**src/rtl/tsc_pkg.sv**
```systemverilog
// Shared types and default timing for the traffic phase scheduler.
// Holds the phase encoding, lamp bundle, dwell-counter width, default
// dwell constants and the phase-to-lamp decode used by the scheduler.
package tsc_pkg;

    localparam int unsigned CNT_W   = 5;
    localparam int unsigned PHASE_W = 3;

    localparam int unsigned DEF_T_MIN_GREEN  = 8;
    localparam int unsigned DEF_T_MAX_GREEN  = 20;
    localparam int unsigned DEF_T_YELLOW     = 3;
    localparam int unsigned DEF_T_ALL_RED    = 2;
    localparam int unsigned DEF_T_WALK       = 6;
    localparam int unsigned DEF_T_WALK_CLEAR = 4;

    // Direction of the most recent vehicle green
    localparam logic DIR_N = 1'b0;
    localparam logic DIR_E = 1'b1;

    typedef enum logic [PHASE_W-1:0] {
        ALL_RED    = 3'd0,
        N_GREEN    = 3'd1,
        N_YELLOW   = 3'd2,
        E_GREEN    = 3'd3,
        E_YELLOW   = 3'd4,
        WALK       = 3'd5,
        WALK_CLEAR = 3'd6
    } phase_e;

    typedef struct packed {
        logic north_green;
        logic north_yellow;
        logic north_red;
        logic east_green;
        logic east_yellow;
        logic east_red;
        logic walk_green;
        logic walk_red;
    } lamps_t;

    // Lamp pattern for a phase; every non-serving signal head shows red
    function automatic lamps_t lamp_decode(input phase_e ph);
        lamps_t l;
        l           = '0;
        l.north_red = 1'b1;
        l.east_red  = 1'b1;
        l.walk_red  = 1'b1;
        case (ph)
            N_GREEN:  begin l.north_red = 1'b0; l.north_green  = 1'b1; end
            N_YELLOW: begin l.north_red = 1'b0; l.north_yellow = 1'b1; end
            E_GREEN:  begin l.east_red  = 1'b0; l.east_green   = 1'b1; end
            E_YELLOW: begin l.east_red  = 1'b0; l.east_yellow  = 1'b1; end
            WALK:     begin l.walk_red  = 1'b0; l.walk_green   = 1'b1; end
            default:  ;
        endcase
        return l;
    endfunction

endpackage

```
**src/rtl/dwell_timer.sv**
```systemverilog
// Dwell counter for the phase scheduler.
// Ports: clk, rst_n (async active-low), clr_i (phase entry, clears count),
// tick_i (time-base strobe), term_i (last count of the current phase),
// cnt_o (registered count; holds once it reaches term_i).
module dwell_timer
    import tsc_pkg::*;
(
    input  logic             clk,
    input  logic             rst_n,
    input  logic             clr_i,
    input  logic             tick_i,
    input  logic [CNT_W-1:0] term_i,
    output logic [CNT_W-1:0] cnt_o
);

    logic [CNT_W-1:0] cnt_q;
    logic [CNT_W-1:0] cnt_d;

    // Clear on entry, advance on tick, saturate at terminal
    always_comb begin
        cnt_d = cnt_q;
        if (clr_i) begin
            cnt_d = '0;
        end else if (tick_i && (cnt_q != term_i)) begin
            cnt_d = cnt_q + CNT_W'(1);
        end
    end

    always_ff @(posedge clk or negedge rst_n) begin
        if (!rst_n) begin
            cnt_q <= '0;
        end else begin
            cnt_q <= cnt_d;
        end
    end

    assign cnt_o = cnt_q;

endmodule

```
**src/rtl/phase_scheduler.sv**
```systemverilog
// Two-direction traffic phase scheduler with pedestrian and emergency service.
// Inputs: clk, reset (async active-low), tick (time base), car_n/car_e
// (vehicle presence), ped_btn (pedestrian button), emerg_req/emerg_dir
// (preemption, dir 0 = north, 1 = east).
// Outputs: registered vehicle and walk lamps, ped_wait (latched pedestrian
// demand), phase (current state encoding).
module phase_scheduler
    import tsc_pkg::*;
#(
    parameter int unsigned T_MIN_GREEN  = DEF_T_MIN_GREEN,
    parameter int unsigned T_MAX_GREEN  = DEF_T_MAX_GREEN,
    parameter int unsigned T_YELLOW     = DEF_T_YELLOW,
    parameter int unsigned T_ALL_RED    = DEF_T_ALL_RED,
    parameter int unsigned T_WALK       = DEF_T_WALK,
    parameter int unsigned T_WALK_CLEAR = DEF_T_WALK_CLEAR
) (
    input  logic               clk,
    input  logic               reset,
    input  logic               tick,
    input  logic               car_n,
    input  logic               car_e,
    input  logic               ped_btn,
    input  logic               emerg_req,
    input  logic               emerg_dir,
    output logic               NORTH_GREEN,
    output logic               NORTH_YELLOW,
    output logic               NORTH_RED,
    output logic               EAST_GREEN,
    output logic               EAST_YELLOW,
    output logic               EAST_RED,
    output logic               WALK_GREEN,
    output logic               WALK_RED,
    output logic               ped_wait,
    output logic [PHASE_W-1:0] phase
);

    localparam logic [CNT_W-1:0] MIN_LAST  = CNT_W'(T_MIN_GREEN - 1);
    localparam logic [CNT_W-1:0] MAX_LAST  = CNT_W'(T_MAX_GREEN - 1);
    localparam logic [CNT_W-1:0] YEL_LAST  = CNT_W'(T_YELLOW - 1);
    localparam logic [CNT_W-1:0] AR_LAST   = CNT_W'(T_ALL_RED - 1);
    localparam logic [CNT_W-1:0] WALK_LAST = CNT_W'(T_WALK - 1);
    localparam logic [CNT_W-1:0] WC_LAST   = CNT_W'(T_WALK_CLEAR - 1);

    phase_e           state_q, state_d, grant_c;
    logic [CNT_W-1:0] cnt, term_c;
    logic             at_term_c, entry_c;
    logic             comp_n_c, comp_e_c, exit_n_c, exit_e_c;
    logic             ped_wait_q, ped_wait_d;
    logic             last_green_q, last_green_d;
    lamps_t           lamps_q, lamps_d;

    dwell_timer u_timer (
        .clk    (clk),
        .rst_n  (reset),
        .clr_i  (entry_c),
        .tick_i (tick),
        .term_i (term_c),
        .cnt_o  (cnt)
    );

    // Last dwell count of the current phase; greens saturate at max green
    always_comb begin
        term_c = AR_LAST;
        case (state_q)
            N_GREEN, E_GREEN:   term_c = MAX_LAST;
            N_YELLOW, E_YELLOW: term_c = YEL_LAST;
            WALK:               term_c = WALK_LAST;
            WALK_CLEAR:         term_c = WC_LAST;
            default:            term_c = AR_LAST;
        endcase
    end

    assign at_term_c = (cnt == term_c);

    // Competing demand and green termination per direction
    assign comp_n_c = car_e | ped_wait_q;
    assign comp_e_c = car_n | ped_wait_q;
    assign exit_n_c = (emerg_req & (emerg_dir != DIR_N))
                    | (comp_n_c & ~car_n & (cnt >= MIN_LAST))
                    | (comp_n_c & at_term_c);
    assign exit_e_c = (emerg_req & (emerg_dir != DIR_E))
                    | (comp_e_c & ~car_e & (cnt >= MIN_LAST))
                    | (comp_e_c & at_term_c);

    // All-red exit choice: preemption, then walk, then round-robin
    always_comb begin
        grant_c = N_GREEN;
        if (emerg_req) begin
            grant_c = (emerg_dir == DIR_E) ? E_GREEN : N_GREEN;
        end else if (ped_wait_q) begin
            grant_c = WALK;
        end else if (last_green_q == DIR_E) begin
            grant_c = (car_n || !car_e) ? N_GREEN : E_GREEN;
        end else begin
            grant_c = car_e ? E_GREEN : N_GREEN;
        end
    end

    // Next-state and registered-output logic
    always_comb begin
        state_d      = state_q;
        entry_c      = 1'b0;
        ped_wait_d   = ped_wait_q;
        last_green_d = last_green_q;
        lamps_d      = lamp_decode(state_q);

        if (tick) begin
            case (state_q)
                ALL_RED:    if (at_term_c)              state_d = grant_c;
                N_GREEN:    if (exit_n_c)               state_d = N_YELLOW;
                N_YELLOW:   if (at_term_c)              state_d = ALL_RED;
                E_GREEN:    if (exit_e_c)               state_d = E_YELLOW;
                E_YELLOW:   if (at_term_c)              state_d = ALL_RED;
                WALK:       if (at_term_c || emerg_req) state_d = WALK_CLEAR;
                WALK_CLEAR: if (at_term_c)              state_d = ALL_RED;
                default:                                state_d = ALL_RED;
            endcase
        end

        entry_c = (state_d != state_q);

        // Walk entry wins over a same-cycle press
        if (entry_c && (state_d == WALK)) begin
            ped_wait_d = 1'b0;
        end else if (ped_btn && (state_q != WALK) && (state_q != WALK_CLEAR)) begin
            ped_wait_d = 1'b1;
        end

        if (entry_c && (state_d == N_YELLOW)) begin
            last_green_d = DIR_N;
        end else if (entry_c && (state_d == E_YELLOW)) begin
            last_green_d = DIR_E;
        end
    end

    always_ff @(posedge clk or negedge reset) begin
        if (!reset) begin
            state_q      <= ALL_RED;
            ped_wait_q   <= 1'b0;
            last_green_q <= DIR_E;
            lamps_q      <= lamp_decode(ALL_RED);
        end else begin
            state_q      <= state_d;
            ped_wait_q   <= ped_wait_d;
            last_green_q <= last_green_d;
            lamps_q      <= lamps_d;
        end
    end

    assign NORTH_GREEN  = lamps_q.north_green;
    assign NORTH_YELLOW = lamps_q.north_yellow;
    assign NORTH_RED    = lamps_q.north_red;
    assign EAST_GREEN   = lamps_q.east_green;
    assign EAST_YELLOW  = lamps_q.east_yellow;
    assign EAST_RED     = lamps_q.east_red;
    assign WALK_GREEN   = lamps_q.walk_green;
    assign WALK_RED     = lamps_q.walk_red;
    assign ped_wait     = ped_wait_q;
    assign phase        = state_q;

endmodule

```
**config.mk**
```make
export PLATFORM = sky130hd
export DESIGN_NAME = phase_scheduler
export DESIGN_NICKNAME = d
export VERILOG_FILES = /design/src/rtl/tsc_pkg.sv /design/src/rtl/dwell_timer.sv /design/src/rtl/phase_scheduler.sv
export SDC_FILE = /design/constraint.sdc
export NUM_CORES = 1
export LEC_CHECK = 0
export CORE_MARGIN = 5
export CORE_UTILIZATION = 35
export DETAILED_ROUTE_END_ITERATION = 7
export PLACE_DENSITY = 0.64
export SLEW_MARGIN = 25
export SYNTH_ARGS = -nofsm -noshare
export SYNTH_HDL_FRONTEND = slang
export SYNTH_SLANG_ARGS = --single-unit
export TNS_END_PERCENT = 1
```
**constraint.sdc**
```tcl
create_clock -name clk -period 4.15 [get_ports clk]
set_input_delay 0.83 -clock clk [delete_from_list [all_inputs] [get_ports clk]]
set_output_delay 0.83 -clock clk [all_outputs]
set_load 0.05 [all_outputs]
```
==> metrics <==
largest net degree at the start of global routing=26; most frequent cells in the layout=19 x clkdlybuf4s50_1, 15 x nor2_1, 14 x dfrtp_1, 8 x nand2_1, 8 x o21ai_0; Synthesis Warnings=0; cells along the critical path=a21boi_1 -> or3_1 -> a221oi_2 -> nor2_1 -> a211o_1 -> a31oi_2 -> a41oi_1; total power per unit cell area=750 mW/mm2; initial drt markers=35; TritonCTS buffer count=3; CP max stage delay=0.82 ns; share of the synthesized area in the top cell type=0.321; initial antenna violation count=0; prevailing post-synth register cell=dfrtp_1; Hold Crit Start=last_green_q; leakage power figure=0.543 nW; Antenna Nets Post-Route=0; final wirelength=2540 um; Top-Level Pins=20; syn_area_per_cell=9.24 um2; Post-synth EDFFs=0; clk buf depth=2; Worst setup SP type=flop; Final TNS setup=0 ns; Cells after Synth=118; Yosys cell types=49; Reg-to-Reg Start=phase[2]; DIE WIDTH=65.8 um; first-pass GRT wire length=4240 um; Required @ worst endpoint=4.30 ns; Setup crit start=phase[2]; post-synthesis cell area=0.00109 mm2; CTS tree=built; Hold Path Class=flop to flop; post_cts resized=0; number of global-route vias before repair=921; core area=0.00303 mm2; Global Route Usage Sum=0.127; dpl cells=173; port bufs=19; Tcrit/Tclk final=0.721; gr ovfl total=0; crit-path max FO=25; fin nets=143; Setup Fix Bufs, Post-CTS=0; initial core utilization=0.360; Reg2Reg Setup Slack=1.16 ns; first drt pass iteration count=5; Final Skew=0.00554 ns; crit end category=flop; Net Count, Synth=127; max frequency=334 MHz; synthesis-stage register bit count=18; # H-tree levels=1; Chip Height=65.8 um; row count=20; reg2reg path depth=7; Worst-Skew Late Latency=0.28 ns; max cap viols=0; Max-slew headroom=0.502; clock sink count=18; Critical R2R Capture=ped_wait; WHS Path Cells=2; status=completed; commonest non-fill, non-tap cell in the layout=clkdlybuf4s50_1; clock slew at reported path FFs=0.10 ns; area leader, netlist=dfrtp_1; # setup viols final=0; clk root buf=clkbuf_4; cts hold-fix bufs=0; hpwl dp=1850 um; post-DR wirelength/cell=14.4 um; share of layout cells above drive strength 1=0.0827; die area=0.00433 mm2; Area growth syn-to-layout=23.0%; Vias/cell=5.47; Slew @ Worst Pin=0.745 ns; post-synthesis sequential area ratio=0.418; top post-synthesis cells by area=dfrtp_1 32%, dfstp_2 9.6%, nor2_1 5.2%; ys async rst share=1.00; fill count=291; Finished Layout Cells=177; final hold vios=0; Crit Path Class=flop to flop; gpl congestion=0.850; arrival time at the worst endpoint=3.14 ns; Peak supply drop=0.189 mV; Slew Limit Fails=0; RSZ-0062 raised after global routing=false; # DRC=0; CP max-delay cell=dfrtp_1; diode count=0; hold endpoint=last_green_q; DR vias=969; min Tclk post-route=2.99 ns
-- where the power goes --
part | leakage (nW) | internal, mW | total (mW) | switching [mW]
clock network | 0.0210 | 0.0533 | 0.103 | 0.0498
logic | 0.303 | 0.223 | 0.536 | 0.313
registers | 0.219 | 0.241 | 0.366 | 0.125
total | 0.543 | 0.517 | 1.00 | 0.488
-- logic make-up after synthesis --
logic type,after synthesis,synth area share
AOI/OAI and AO/OA,35,0.250
and+or+nand+nor,45,0.216
xor gates and xnor gates,7,0.0563
adders and majority gates,1,0.0115
DFF,18,0.418
muxes,1,0.00919
buffers and inverters,11,0.0390
-- area by class of cell --
cell class,instances,area [um2],area share
clock buffer,4,36.3,0.0271
inverter,3,11.3,0.00840
multi-input combinational,89,592,0.442
sequential,18,455,0.340
tap,44,55.1,0.0411
timing repair buffer,19,190,0.142
-- layer usage --
| metal | global-route usage | vias up | wire length (um) |
|---|---|---|---|
| met3 | 0.0170 | 6 | 190 |
| met5 | 0 | - | 0 |
| met4 | 0.0777 | 0 | 61 |
| met2 | 0.189 | 54 | 1180 |
| li1 | - | 465 | - |
| met1 | 0.172 | 444 | 1110 |
-- per-stage QoR --
step / hold slack (ns) / instance area, um2 / worst slack (ns) / utilization / total power [mW]
after CTS: 0.622 / 1340 / 1.18 / 0.443 / 1.00
after global routing: 0.656 / 1340 / 0.984 / 0.443 / 1.07
after floorplan: 0.534 / 1090 / 1.39 / - / 0.752
final: 0.619 / 1340 / 1.16 / 0.443 / 1.00
after detailed placement: 0.604 / 1300 / 1.21 / 0.431 / 0.898
after global placement: 0.618 / 1300 / 1.30 / 0.431 / 0.889
-- how the worst max path moves through the flow --
| stage | end | slack (ns) | depth (start not counted) |
|---|---|---|---|
| floorplan | ped_wait | 1.39 | 8 |
| global placement | ped_wait | 1.30 | 7 |
| detailed placement | ped_wait | 1.21 | 7 |
| CTS | ped_wait | 1.18 | 7 |
| global route | ped_wait | 0.98 | 7 |
| finish | ped_wait | 1.16 | 7 |
-- Yosys cell counts, drive strengths merged (2+ instances only) --
master and instances:
nand4 2, inv 3, and3 2, a211oi 2
dfstp 4, nor2 15, a31oi 2, o21ai 8
a32oi 2, xor2 6, nand2 8, buf 2
a221oi 2, clkbuf 6, and2 3, a21oi 3
dfrtp 14, nor3 2, nor3b 5
-- sequential cells by signal, summed over array words and instances (netlist names) --
| name | cells |
|---|---|
| NORTH_RED | 1 |
| last_green_q | 1 |
| EAST_RED | 1 |
| NORTH_YELLOW | 1 |
| EAST_GREEN | 1 |
| WALK_RED | 1 |
| WALK_GREEN | 1 |
| phase | 3 |
| ped_wait | 1 |
| u_timer.cnt_o | 5 |
| EAST_YELLOW | 1 |
| NORTH_GREEN | 1 |
-- worst max-delay path, delay by kind of cell (launching register included) --
| kind | cells | cell delay [ns] |
|---|---|---|
| flip-flops | 1 | 0.82 |
| AO/OA/AOI/OAI | 5 | 1.51 |
| AND/OR/NAND/NOR | 2 | 0.52 |
Power figures use the tool's default switching activity.
